[config.mk]
export PLATFORM = sky130hd
export DESIGN_NAME = subcounter_flat
export DESIGN_NICKNAME = d
export VERILOG_FILES = /design/src/rtl/subcounter_if.sv /design/src/rtl/subcounter.sv /design/src/flat_wrapper.sv
export SDC_FILE = /design/constraint.sdc
export NUM_CORES = 1
export LEC_CHECK = 0
export BUFFER_PORTS_ARGS = -buffer_cell sky130_fd_sc_hd__clkbuf_2
export CAP_MARGIN = 20
export CORE_AREA = 2 2 39 41
export CTS_BUF_LIST = sky130_fd_sc_hd__clkbuf_16
export CTS_CLUSTER_SIZE = 25
export DETAILED_ROUTE_END_ITERATION = 10
export DIE_AREA = 0 0 41 43
export SLEW_MARGIN = 10
export SYNTH_ARGS = -nofsm -noshare
export SYNTH_HDL_FRONTEND = slang
export SYNTH_SLANG_ARGS = --single-unit
[constraint.sdc]
create_clock -name clk -period 1.1 [get_ports clk]
set_input_delay 0.165 -clock clk [delete_from_list [all_inputs] [get_ports clk]]
set_output_delay 0.165 -clock clk [all_outputs]
set_load 0.01 [all_outputs]
[src/rtl/subcounter_if.sv]
// subcounter_if: command/load/data bundle between the parent controller and
// one counter slice.
//   sub_command_in : 2-bit command (00 clear, 01 increment, 10/11 hold)
//   load_en        : parallel-load strobe, active-high
//   load_data_in   : parallel-load value
//   data_out       : registered slice value
// Modports: master = parent controller, slave = counter slice.
interface subcounter_if #(
  parameter int unsigned granularity = 4
);
  logic [1:0]             sub_command_in;
  logic                   load_en;
  logic [granularity-1:0] load_data_in;
  logic [granularity-1:0] data_out;

  modport master (
    output sub_command_in,
    output load_en,
    output load_data_in,
    input  data_out
  );

  modport slave (
    input  sub_command_in,
    input  load_en,
    input  load_data_in,
    output data_out
  );
endinterface

[src/rtl/subcounter.sv]
// subcounter: single granularity-bit counter slice of the shared counter array.
// Carry, chaining and allocation are handled by the parent; the slice only
// clears, increments (wrapping modulo 2^granularity), holds or loads.
// Ports:
//   clk : clock, all updates on the rising edge
//   rst : asynchronous active-low reset, forces data_out to 0
//   bus : subcounter_if slave (command, load strobe/data, data_out)
// Priority per edge: reset > load > clear > increment > hold.
module subcounter #(
  parameter int unsigned granularity = 4
) (
  input  logic         clk,
  input  logic         rst,
  subcounter_if.slave  bus
);

  logic [granularity-1:0] value;
  logic [granularity-1:0] value_next;

  always_comb begin
    value_next = value;
    if (bus.load_en) begin
      value_next = bus.load_data_in;
    end else begin
      // Anything other than clear/increment (10, 11, or unknown) holds.
      case (bus.sub_command_in)
        2'b00:   value_next = '0;
        2'b01:   value_next = value + 1'b1;
        default: value_next = value;
      endcase
    end
  end

  always_ff @(posedge clk or negedge rst) begin
    if (!rst) begin
      value <= '0;
    end else begin
      value <= value_next;
    end
  end

  assign bus.data_out = value;

endmodule

[src/flat_wrapper.sv]
// flat-port wrapper written by rule: the top's interface ports become plain ports
module subcounter_flat 
#(
  parameter int unsigned granularity = 4
)
  (clk, rst, bus_sub_command_in, bus_load_en, bus_load_data_in, bus_data_out);
  subcounter_if #(.granularity(granularity)) bus_i ();
  input  logic clk;
  input  logic rst;
  input wire logic [$bits(bus_i.sub_command_in)-1:0] bus_sub_command_in;
  input wire logic [$bits(bus_i.load_en)-1:0] bus_load_en;
  input wire logic [$bits(bus_i.load_data_in)-1:0] bus_load_data_in;
  output wire logic [$bits(bus_i.data_out)-1:0] bus_data_out;
  assign bus_i.sub_command_in = bus_sub_command_in;
  assign bus_i.load_en = bus_load_en;
  assign bus_i.load_data_in = bus_load_data_in;
  assign bus_data_out = bus_i.data_out;
  subcounter #(.granularity(granularity)) u_core (.clk(clk), .rst(rst), .bus(bus_i));
endmodule
### Yosys cells after proc, flatten, opt, wreduce, memory -nomap -nowiden

Cells that the tools add are included.

* add/sub/neg operators: 1
* eq/ne operators: 1
* mux-type cells: 2
* reduce and logical (&&, ||, !) cells: 2

Operators with widths (count)
* 4-bit one-hot mux with 2 select lines: 1
* 4-bit by 1-bit adder with 4-bit output (second input constant): 1
* 4-bit two-way mux: 1
* 3-bit nonzero test: 1
* 2-bit by 1-bit equality test with 1-bit output (second input constant): 1
* 2-bit logical NOT: 1

* flip-flop bits (word level): 4
* input bits: 9
* output and inout bits: 4
* logic and storage cells: 7

### Logic depth before layout (Yosys ltp)

Gate-level depths: netlist of run 1.

* depth after elaboration: 3
* mapped depth: 4
* depth with buffers taken out: 4

### Worst setup path before layout of run 1

Ideal clock, no wire load.

* path type: flip-flop to flip-flop
* start point: reg u_core.value[0] (netlist: u_core.bus.data_out[0])
* end point: reg u_core.value[3] (netlist: u_core.bus.data_out[3])
* arrival: 1.205 ns
* required time: 1.012 ns
* slack: -0.194 ns
* cell stages (with the launch flop): 4
* path buffers: 0
* period minus slack after synthesis: 1.294 ns
* cells stage by stage: dfrtp_1 -> nand3_1 -> or4b_1 -> a41oi_1

* cells in the longest elaborated chain, start to end: 3

RTL lines
* from (decl): RTL line subcounter.sv:17 `logic [granularity-1:0] value;`
* from (signal assigned): RTL line subcounter.sv:38 `value <= value_next;`
* 4-bit by 1-bit adder with 4-bit output: RTL line subcounter.sv:28 `2'b01: value_next = value + 1'b1;`
* 4-bit one-hot mux with 2 select lines: RTL line subcounter.sv:26 `case (bus.sub_command_in)`
* 4-bit two-way mux: RTL line subcounter.sv:22 `if (bus.load_en) begin`

No other way between the ends.
A chain may end at the register's enable or synchronous reset.

### Worst setup path after layout of run 1

Ends and elaborated chain as after synthesis.

==> results of run 1 <==
critical path, cell delays in order (launching register included):
cell and delay [ns]:
dfrtp_1 0.38, nand3_2 0.10, or4b_4 0.52, a41oi_2 0.14
layout by cell type (no fill, tap or decap):
master and n:
a31oi_1 2, and2_1 1, buf_4 8, dlygate4sd3_1 1
clkbuf_16 3, clkbuf_2 12, nand2b_4 1, nor3b_2 1
a41oi_2 1, nand3_2 1, o21ai_1 2, nor2_1 1
and3_4 1, or4b_4 1, inv_1 2, ha_2 1
nand2_1 4, a21oi_2 1, o31ai_2 1, nand3_1 1
dfrtp_1 4
timing repair:
action / CTS / global route
endpoints found under the hold margin: 4 / 0
hold buffers: 1 / 0
setup buffers: 1 / 0
setup endpoints to repair: 2 / 4
gates resized for setup: 3 / 8
gates cloned: 0 / 0
pin swaps: 3 / 2
per-stage QoR:
step           hold slack (ns)  setup slack [ns]  setup TNS [ns]
6_report                 0.150            -0.133          -0.246
5_1_grt                  0.171            -0.165          -0.437
4_1_cts                  0.147            -0.122          -0.198
3_5_place_dp           -0.0195            -0.152          -0.268
3_3_place_gp           -0.0201            -0.104          -0.206
2_1_floorplan           -0.131            -0.150          -0.275
power by group through the flow:
stage | Sequential [mW] | Combinational (mW) | Clock [mW]
global placement | 0.175 | 0.120 | 0
floorplan | 0.184 | 0.0330 | 0
detailed placement | 0.176 | 0.123 | 0
CTS | 0.174 | 0.137 | 0.574
finish | 0.177 | 0.152 | 0.569
global route | 0.178 | 0.167 | 0.593
routing by layer:
layer	GRT usage, %	up-vias
li1	-	143
met1	9.35	134
met2	16.6	11
met3	7.85	3
met4	10.0	0
met5	0	-
logic make-up (layout without fill, tap and decap cells):
| kind of cell | after synthesis | after routing | synth area share, % |
|---|---|---|---|
| AOI/OAI and AO/OA | 7 | 7 | 19.1 |
| adders and majority gates | 1 | 1 | 5.46 |
| buffers and inverters | 2 | 26 | 3.28 |
| DFF | 4 | 4 | 43.7 |
| and+or+nand+nor | 12 | 12 | 28.4 |
layout make-up:
type                            instances  share of cell area (%)
Timing Repair Buffer                   21                    26.1
Inverter                                2                    1.50
Multi-Input combinational cell         20                    33.3
Clock buffer                            3                    15.0
Sequential cell                         4                    20.1
Tap cell                               16                    4.01
worst paths after layout:
path | endpoint | slack [ns] | depth (start not counted)
worst min-delay path | u_core.bus.data_out[1] | 0.15 | 3
min in group asynchronous | u_core.bus.data_out[0] | 0.28 | 2
worst min register to register | u_core.bus.data_out[3] | 0.62 | 2
worst max register to register | u_core.bus.data_out[3] | -0.13 | 3
worst max-delay path | u_core.bus.data_out[3] | -0.13 | 3
max in group asynchronous | u_core.bus.data_out[3] | 0.69 | 2
==> results.toml, run 1 <==
[status]
status = "finished, violations left"
violations = "negative setup slack"

[yosys]
yosysTopAreaCellShare_pct = 43.7
post_synth_inst_count = 26
synth_cell_types = 16
synthTopCellsByCount = "dfrtp_1 (4), nand2_1 (4)"
avgSynthCellArea_sq_um = 8.81
ys_seq_area_share_pct = 43.7
synthArstFlopShare_pct = 100
synth_edf_count = 0
synth_area_sq_um = 229
yosysWarningCount = 0
ys.flop_type = "dfrtp_1"
ys_ff_latch = 4
ys_top_cells_by_area = "dfrtp_1 (44%), nand2_1 (6.6%), a31oi_1 (5.5%)"
synth_top_area_cell = "dfrtp_1"
synth_fp_nets = 36

[cells_and_area]
seqCellArea_sq_um = 100
nets = 62
fin_util_pct = 36.1
fin_area_sq_um = 499
finalNonFillerCells = 66
largest_reg_flops = 4
antenna_cells = 0
multi_input_area_sq_um = 166
layout-drive-gt1-share_pct = 64.0
syn_to_final_growth_pct = 118
nFillCells = 145

[drt]
antenna_left = 0
vias_per_cell = 4.41
drcViolationCount = 0
wl_met1_um = 281
drtPass1Iterations = 4
wl_met2_um = 429
wl_met3_um = 63
drt-total-wl_um = 797
vias = 291
top_layer = "met4"
avgRoutedWirePerCell_um = 12.1
drtIter0Drc = 3

[power]
p_total_mw = 0.898
power_frac_comb_pct = 16.9
powerDensity_mw_per_mm2 = 1800
pwr-share-clk_pct = 63.4
p_switching_mw = 0.186
seq_power_share_pct = 19.7
power.leakage_nw = 0.241
vdd_ir_drop_max_uv = 852
netSwitchingFraction_pct = 20.8
p_int_mw = 0.711

[grt]
overflow = 0
grt_pass1_vias = 307
grt_use_total_pct = 11.3
grt_max_degree = 8
grt_pass1_wl_mm = 1.17
antenna_found_initial = 0

[floorplan]
fp.dieH_um = 43
die_w_um = 41
initial_core_util_pct = 16.5
coreArea_sq_mm = 0.00138
rows = 14
top_level_ports = 13
dieArea_sq_mm = 0.00176

[clock_network]
numCtsBuffers = 3
clkTransAtPathRegs_ns = 0.03
cts_tree = "built"
cts.sinks = 4
cts_buffer_depth = 2
ctsHtreeMaxLevel = 1
clockRootBuffer = "clkbuf_16"
insertion_delay_ns = 0.23

[setup_path]
cp-end-kind = "flip-flop"
critPathLaunch = "u_core.bus.data_out[0]"
r2r_start = "u_core.bus.data_out[0]"
start_kind = "flip-flop"
cp.required_ns = 1.24
path_max_fanout = 3
path_class = "flip-flop to flip-flop"
critPathArrivalTime_ns = 1.37

[job]
maxCapViolations = 0

[sta]
finClkSkew_ns = 0.00110
period_minus_slack_ns = 1.23
clock.fmax_mhz = 811
report.final.slew_viol_count = 0
slew_headroom_pct = 88.9
hold_viol = 0
setup_slack_ns = -0.133
tightest_slew_ns = 0.165
setup-violations-final = 4
rsz0062_at_grt = "yes"
fin_crit_sh_pct = 112

[placement]
dp.final_hpwl_um = 543
placement.cell_area_sq_um = 362
io_buffers = 12
placedCellCount = 61
globalplace.congestion = 0.780

[hold_path]
min-delay-start = "bus_load_data_in[1]"
hp-class = "input port to flip-flop"
No activity file was read; power rests on OpenSTA's default activity.
==> inputs of run 2 (changes only) <==
==> constraint.sdc (replaced) <==
create_clock -name clk -period 1.1 [get_ports clk]
set_input_delay 0.33 -clock clk [delete_from_list [all_inputs] [get_ports clk]]
set_output_delay 0.33 -clock clk [all_outputs]
set_load 0.01 [all_outputs]
==> run 2 against run 1 <==
  * The flow still finishes with violations (negative setup slack)
  * Setup slack lost 0.016 ns
  * Sequential power is essentially flat
  * Critical path depth is the same
  * Clock power is essentially flat
  * Core utilization shrank 1.9 points
  * First-iteration DRC count shrank 33%
  * Sequential share of layout area grew 1.1 points
  * Non-clock buffer count shrank 1
  * Wire length shrank 7.7%
  * Die area is the same
  * Sequential cell count is the same
  * Global-route usage grew 0.40 points
  * Largest power group unchanged
  * Highest routed layer unchanged
==> results.toml, run 2 (synthesis gave the netlist of run 1 again) <==
[cells_and_area]
fin_area_sq_um = 473
multi_input_area_sq_um = 138
nFillCells = 147
finalNonFillerCells = 65
nets = 61
syn_to_final_growth_pct = 107
final_common_cell = "clkbuf_2"
antenna_cells = 0
layout-drive-gt1-share_pct = 51.0
largest_reg_flops = 4
seqCellArea_sq_um = 100
final_cell_mix = "clkbuf_2 (11), buf_4 (6), nand2_1 (4), dfrtp_1 (4), clkbuf_16 (3)"

[setup_path]
cp-end-kind = "flip-flop"
r2r_start = "u_core.bus.data_out[0]"
r2r_setup_slack_ns = -0.15
critPathLaunch = "u_core.bus.data_out[0]"
cp.required_ns = 1.24
critPathArrivalTime_ns = 1.39
path_class = "flip-flop to flip-flop"
start_kind = "flip-flop"
path_max_fanout = 3
reg2reg_depth = 3

[grt]
grt_max_degree = 8
overflow = 0
antenna_found_initial = 0
grt_pass1_wl_mm = 1.15
grt_pass1_vias = 287
grt_use_total_pct = 11.7

[clock_network]
cts_tree = "built"
cts.sinks = 4
ctsHtreeMaxLevel = 1
clockRootBuffer = "clkbuf_16"
insertion_delay_ns = 0.23
cts_buffer_depth = 2
clkTransAtPathRegs_ns = 0.03
numCtsBuffers = 3

[floorplan]
rows = 14
top_level_ports = 13
coreArea_sq_mm = 0.00138
die_w_um = 41
initial_core_util_pct = 16.5
dieArea_sq_mm = 0.00176
fp.dieH_um = 43

[job]
maxCapViolations = 0

[sta]
fin_crit_sh_pct = 114
setup-violations-final = 6
setup_slack_ns = -0.149
period_minus_slack_ns = 1.25
finClkSkew_ns = 0.00191
clock.fmax_mhz = 801
slew_headroom_pct = 88.2
tightest_slew_ns = 0.175
hold-worst-slack_ns = 0.314
report.final.slew_viol_count = 0
hold_viol = 0
rsz0062_at_grt = "yes"

[status]
violations = "negative setup slack"
status = "finished, violations left"

[placement]
globalplace.congestion = 0.739
dp.final_hpwl_um = 560
pre_cts_slack_ns = -0.183
placedCellCount = 60
placement.cell_area_sq_um = 354
io_buffers = 12

[drt]
drtPass1Iterations = 2
vias_per_cell = 4.29
avgRoutedWirePerCell_um = 11.3
drtIter0Drc = 2
drt-total-wl_um = 736
vias = 279
drcViolationCount = 0
antenna_left = 0

[power]
vdd_ir_drop_max_uv = 833
powerDensity_mw_per_mm2 = 1870
p_total_mw = 0.883
power.leakage_nw = 0.236

[hold_path]
min-delay-start = "bus_load_data_in[0]"
hold_depth = 3
hp-class = "input port to flip-flop"
## run 2: worst paths after layout
kind | endpoint
max reg2reg | u_core.bus.data_out[3]
min reg2reg | u_core.bus.data_out[3]
max in group asynchronous | u_core.bus.data_out[1]
min | u_core.bus.data_out[0]
min in group asynchronous | u_core.bus.data_out[2]
max | u_core.bus.data_out[3]
## run 2: layout make-up
| cell class | count | area share [%] |
|---|---|---|
| multi-input cells | 20 | 29.1 |
| repair buffers | 20 | 28.0 |
| clock buffers | 3 | 15.9 |
| inverters | 2 | 1.59 |
| flip-flops and latches | 4 | 21.2 |
| well taps | 16 | 4.23 |
## run 2: power by group
| part | leakage (nW) | internal [mW] | switching [mW] |
|---|---|---|---|
| logic | 0.151 | 0.0782 | 0.0606 |
| registers | 0.0484 | 0.163 | 0.0133 |
| clock network | 0.0370 | 0.465 | 0.104 |
| total | 0.236 | 0.706 | 0.178 |
## run 2: worst max-delay path, stage by stage (launching register included)
cell and delay, ns:
dfrtp_1 0.37, nand3_2 0.10, or4b_4 0.51, a41oi_2 0.18
## run 2: per-layer routing
| layer | routed length [um] | share of wire (%) | vias up | global-route usage, % |
|---|---|---|---|---|
| li1 | - | - | 141 | - |
| met1 | 262 | 36 | 126 | 10.6 |
| met2 | 386 | 52 | 10 | 14.7 |
| met3 | 70 | 9.5 | 2 | 7.85 |
| met4 | 17 | 2.3 | 0 | 14.0 |
| met5 | 0 | 0 | - | 0 |
## run 2: timing repair
action                                 in CTS  in global routing
gates resized for setup                     2                  5
buffers inserted                            0                  1
hold buffers                                1                  0
pin swaps                                   0                  3
endpoints found under the hold margin       4                  0
setup endpoints to repair                   6                  7
## run 2: stage by stage
| stage | TNS, ns | util (%) |
|---|---|---|
| after floorplan | -0.275 | - |
| after global placement | -0.166 | 25.6 |
| after detailed placement | -0.288 | 25.6 |
| after CTS | -0.667 | 32.5 |
| after global routing | -0.902 | 34.2 |
| final | -0.642 | 34.2 |
==> inputs of run 3 (changes only) <==
--- a/config.mk
+++ b/config.mk
@@ -12,6 +12,7 @@
 export CTS_CLUSTER_SIZE = 25
 export DETAILED_ROUTE_END_ITERATION = 10
 export DIE_AREA = 0 0 41 43
+export MAX_ROUTING_LAYER = met4
 export SLEW_MARGIN = 10
 export SYNTH_ARGS = -nofsm -noshare
 export SYNTH_HDL_FRONTEND = slang
==> run 3 against run 2 <==
  * The flow still finishes with violations (negative setup slack)
  * Critical path depth unchanged
  * Global-route usage up 0.29 points
  * Combinational power about the same
  * Wire length up 0.54%
  * Hold slack about the same
  * Total power about the same
  * Clock-buffer cell count unchanged
  * Critical endpoint unchanged
==> results.toml, run 3 (synthesis gave the netlist of run 1 again) <==
[floorplan]
fp.dieH_um = 43
dieArea_sq_mm = 0.00176
die_w_um = 41
initial_core_util_pct = 16.5
coreArea_sq_mm = 0.00138
rows = 14
top_level_ports = 13

[drt]
wl_met3_um = 73
vias_per_cell = 4.29
antenna_left = 0
wl_met1_um = 264
avgRoutedWirePerCell_um = 11.4
drt-total-wl_um = 740
drtIter0Drc = 2
vias = 279
wl_met2_um = 386
drcViolationCount = 0
top_layer = "met4"
drtPass1Iterations = 2

[sta]
period_minus_slack_ns = 1.25
slew_headroom_pct = 88.2
setup_slack_ns = -0.149
hold-worst-slack_ns = 0.314
tightest_slew_ns = 0.175
rsz0062_at_grt = "yes"
clock.fmax_mhz = 801
setup-violations-final = 6
hold_viol = 0
finClkSkew_ns = 0.00190
finalSetupTns_ns = -0.643
report.final.slew_viol_count = 0
fin_crit_sh_pct = 114

[clock_network]
clkTransAtPathRegs_ns = 0.03
cts.sinks = 4
numCtsBuffers = 3
cts_buffer_depth = 2
clockRootBuffer = "clkbuf_16"
insertion_delay_ns = 0.23
cts_tree = "built"
ctsHtreeMaxLevel = 1

[setup_path]
path_cells = "nand3_2 -> or4b_4 -> a41oi_2"
crit_path_top_delay_cell = "or4b_4"
critPathMaxStageDelay_ns = 0.51
path_max_fanout = 3
start_kind = "flip-flop"
critPathArrivalTime_ns = 1.39
path_class = "flip-flop to flip-flop"
reg2reg_depth = 3
cp-end-kind = "flip-flop"
cp.required_ns = 1.24

[grt]
grt_pass1_vias = 288
grt_pass1_wl_mm = 1.15
grt_max_degree = 8
grt_use_total_pct = 11.9
overflow = 0
antenna_found_initial = 0

[cells_and_area]
final_cell_mix = "clkbuf_2 (11), buf_4 (6), nand2_1 (4), dfrtp_1 (4), clkbuf_16 (3)"
largest_reg_flops = 4
nFillCells = 147
fin_area_sq_um = 473
antenna_cells = 0
layout-drive-gt1-share_pct = 51.0
syn_to_final_growth_pct = 107
nets = 61
final_common_cell = "clkbuf_2"

[power]
powerDensity_mw_per_mm2 = 1870
power_frac_comb_pct = 15.7
vdd_ir_drop_max_uv = 833
p_switching_mw = 0.178
seq_power_share_pct = 19.9
p_int_mw = 0.706
pwr-share-clk_pct = 64.3
netSwitchingFraction_pct = 20.1
power.leakage_nw = 0.236
p_total_mw = 0.884

[placement]
io_buffers = 12
dp.final_hpwl_um = 560
placement.cell_area_sq_um = 354
globalplace.congestion = 0.749
pre_cts_slack_ns = -0.183

[status]
status = "finished, violations left"
violations = "negative setup slack"

[hold_path]
hold_depth = 3
hp-class = "input port to flip-flop"

[job]
maxCapViolations = 0
==> run 3: critical path: cells and delay by family (launching register included) <==
family	cells	cell delay, ns
AND/OR/NAND/NOR	2	0.61
flip-flops	1	0.37
AO/OA/AOI/OAI	1	0.18
==> run 3: through the flow <==
stage                     util, %  std cells
after global routing         34.2         65
after floorplan                 -         26
after CTS                    32.5         64
after detailed placement     25.6         60
after global placement       25.6         60
final                        34.2         65
==> run 3: final timing paths <==
check,slack [ns],endpoint,from
worst min-delay path,0.31,u_core.bus.data_out[0],bus_load_data_in[0]
min in group asynchronous,0.44,u_core.bus.data_out[2],rst
worst min register to register,0.66,u_core.bus.data_out[3],u_core.bus.data_out[3]
worst max register to register,-0.15,u_core.bus.data_out[3],u_core.bus.data_out[0]
worst max-delay path,-0.15,u_core.bus.data_out[3],u_core.bus.data_out[0]
max in group asynchronous,0.53,u_core.bus.data_out[1],rst
==> run 3: metal layers <==
metal	vias up	GRT usage [%]
li1	141	-
met1	126	10.6
met2	10	14.7
met3	2	7.85
met4	0	14.0
met5	-	-
==> run 3: repair_timing <==
item / CTS / global route
setup buffers: 0 / 1
pin swaps: 0 / 3
endpoints found under the setup margin: 6 / 7
endpoints found under the hold margin: 4 / 0
resized for setup: 2 / 5
hold buffers: 1 / 0
==> run 3: cell type report <==
cell class                 count  area (sq um)  share of cell area [%]
clock buffer                   3          75.1                    15.9
sequential                     4           100                    21.2
multi-input combinational     20           138                    29.1
inverter                       2          7.51                    1.59
tap                           16          20.0                    4.23
timing repair buffer          20           133                    28.0
==> run 3: power by group through the flow <==
stage	clock network, mW	registers, mW	logic [mW]
after floorplan	0	0.184	0.0330
after global placement	0	0.174	0.116
after global routing	0.597	0.178	0.156
final	0.569	0.176	0.139
after detailed placement	0	0.175	0.119
after CTS	0.582	0.174	0.128
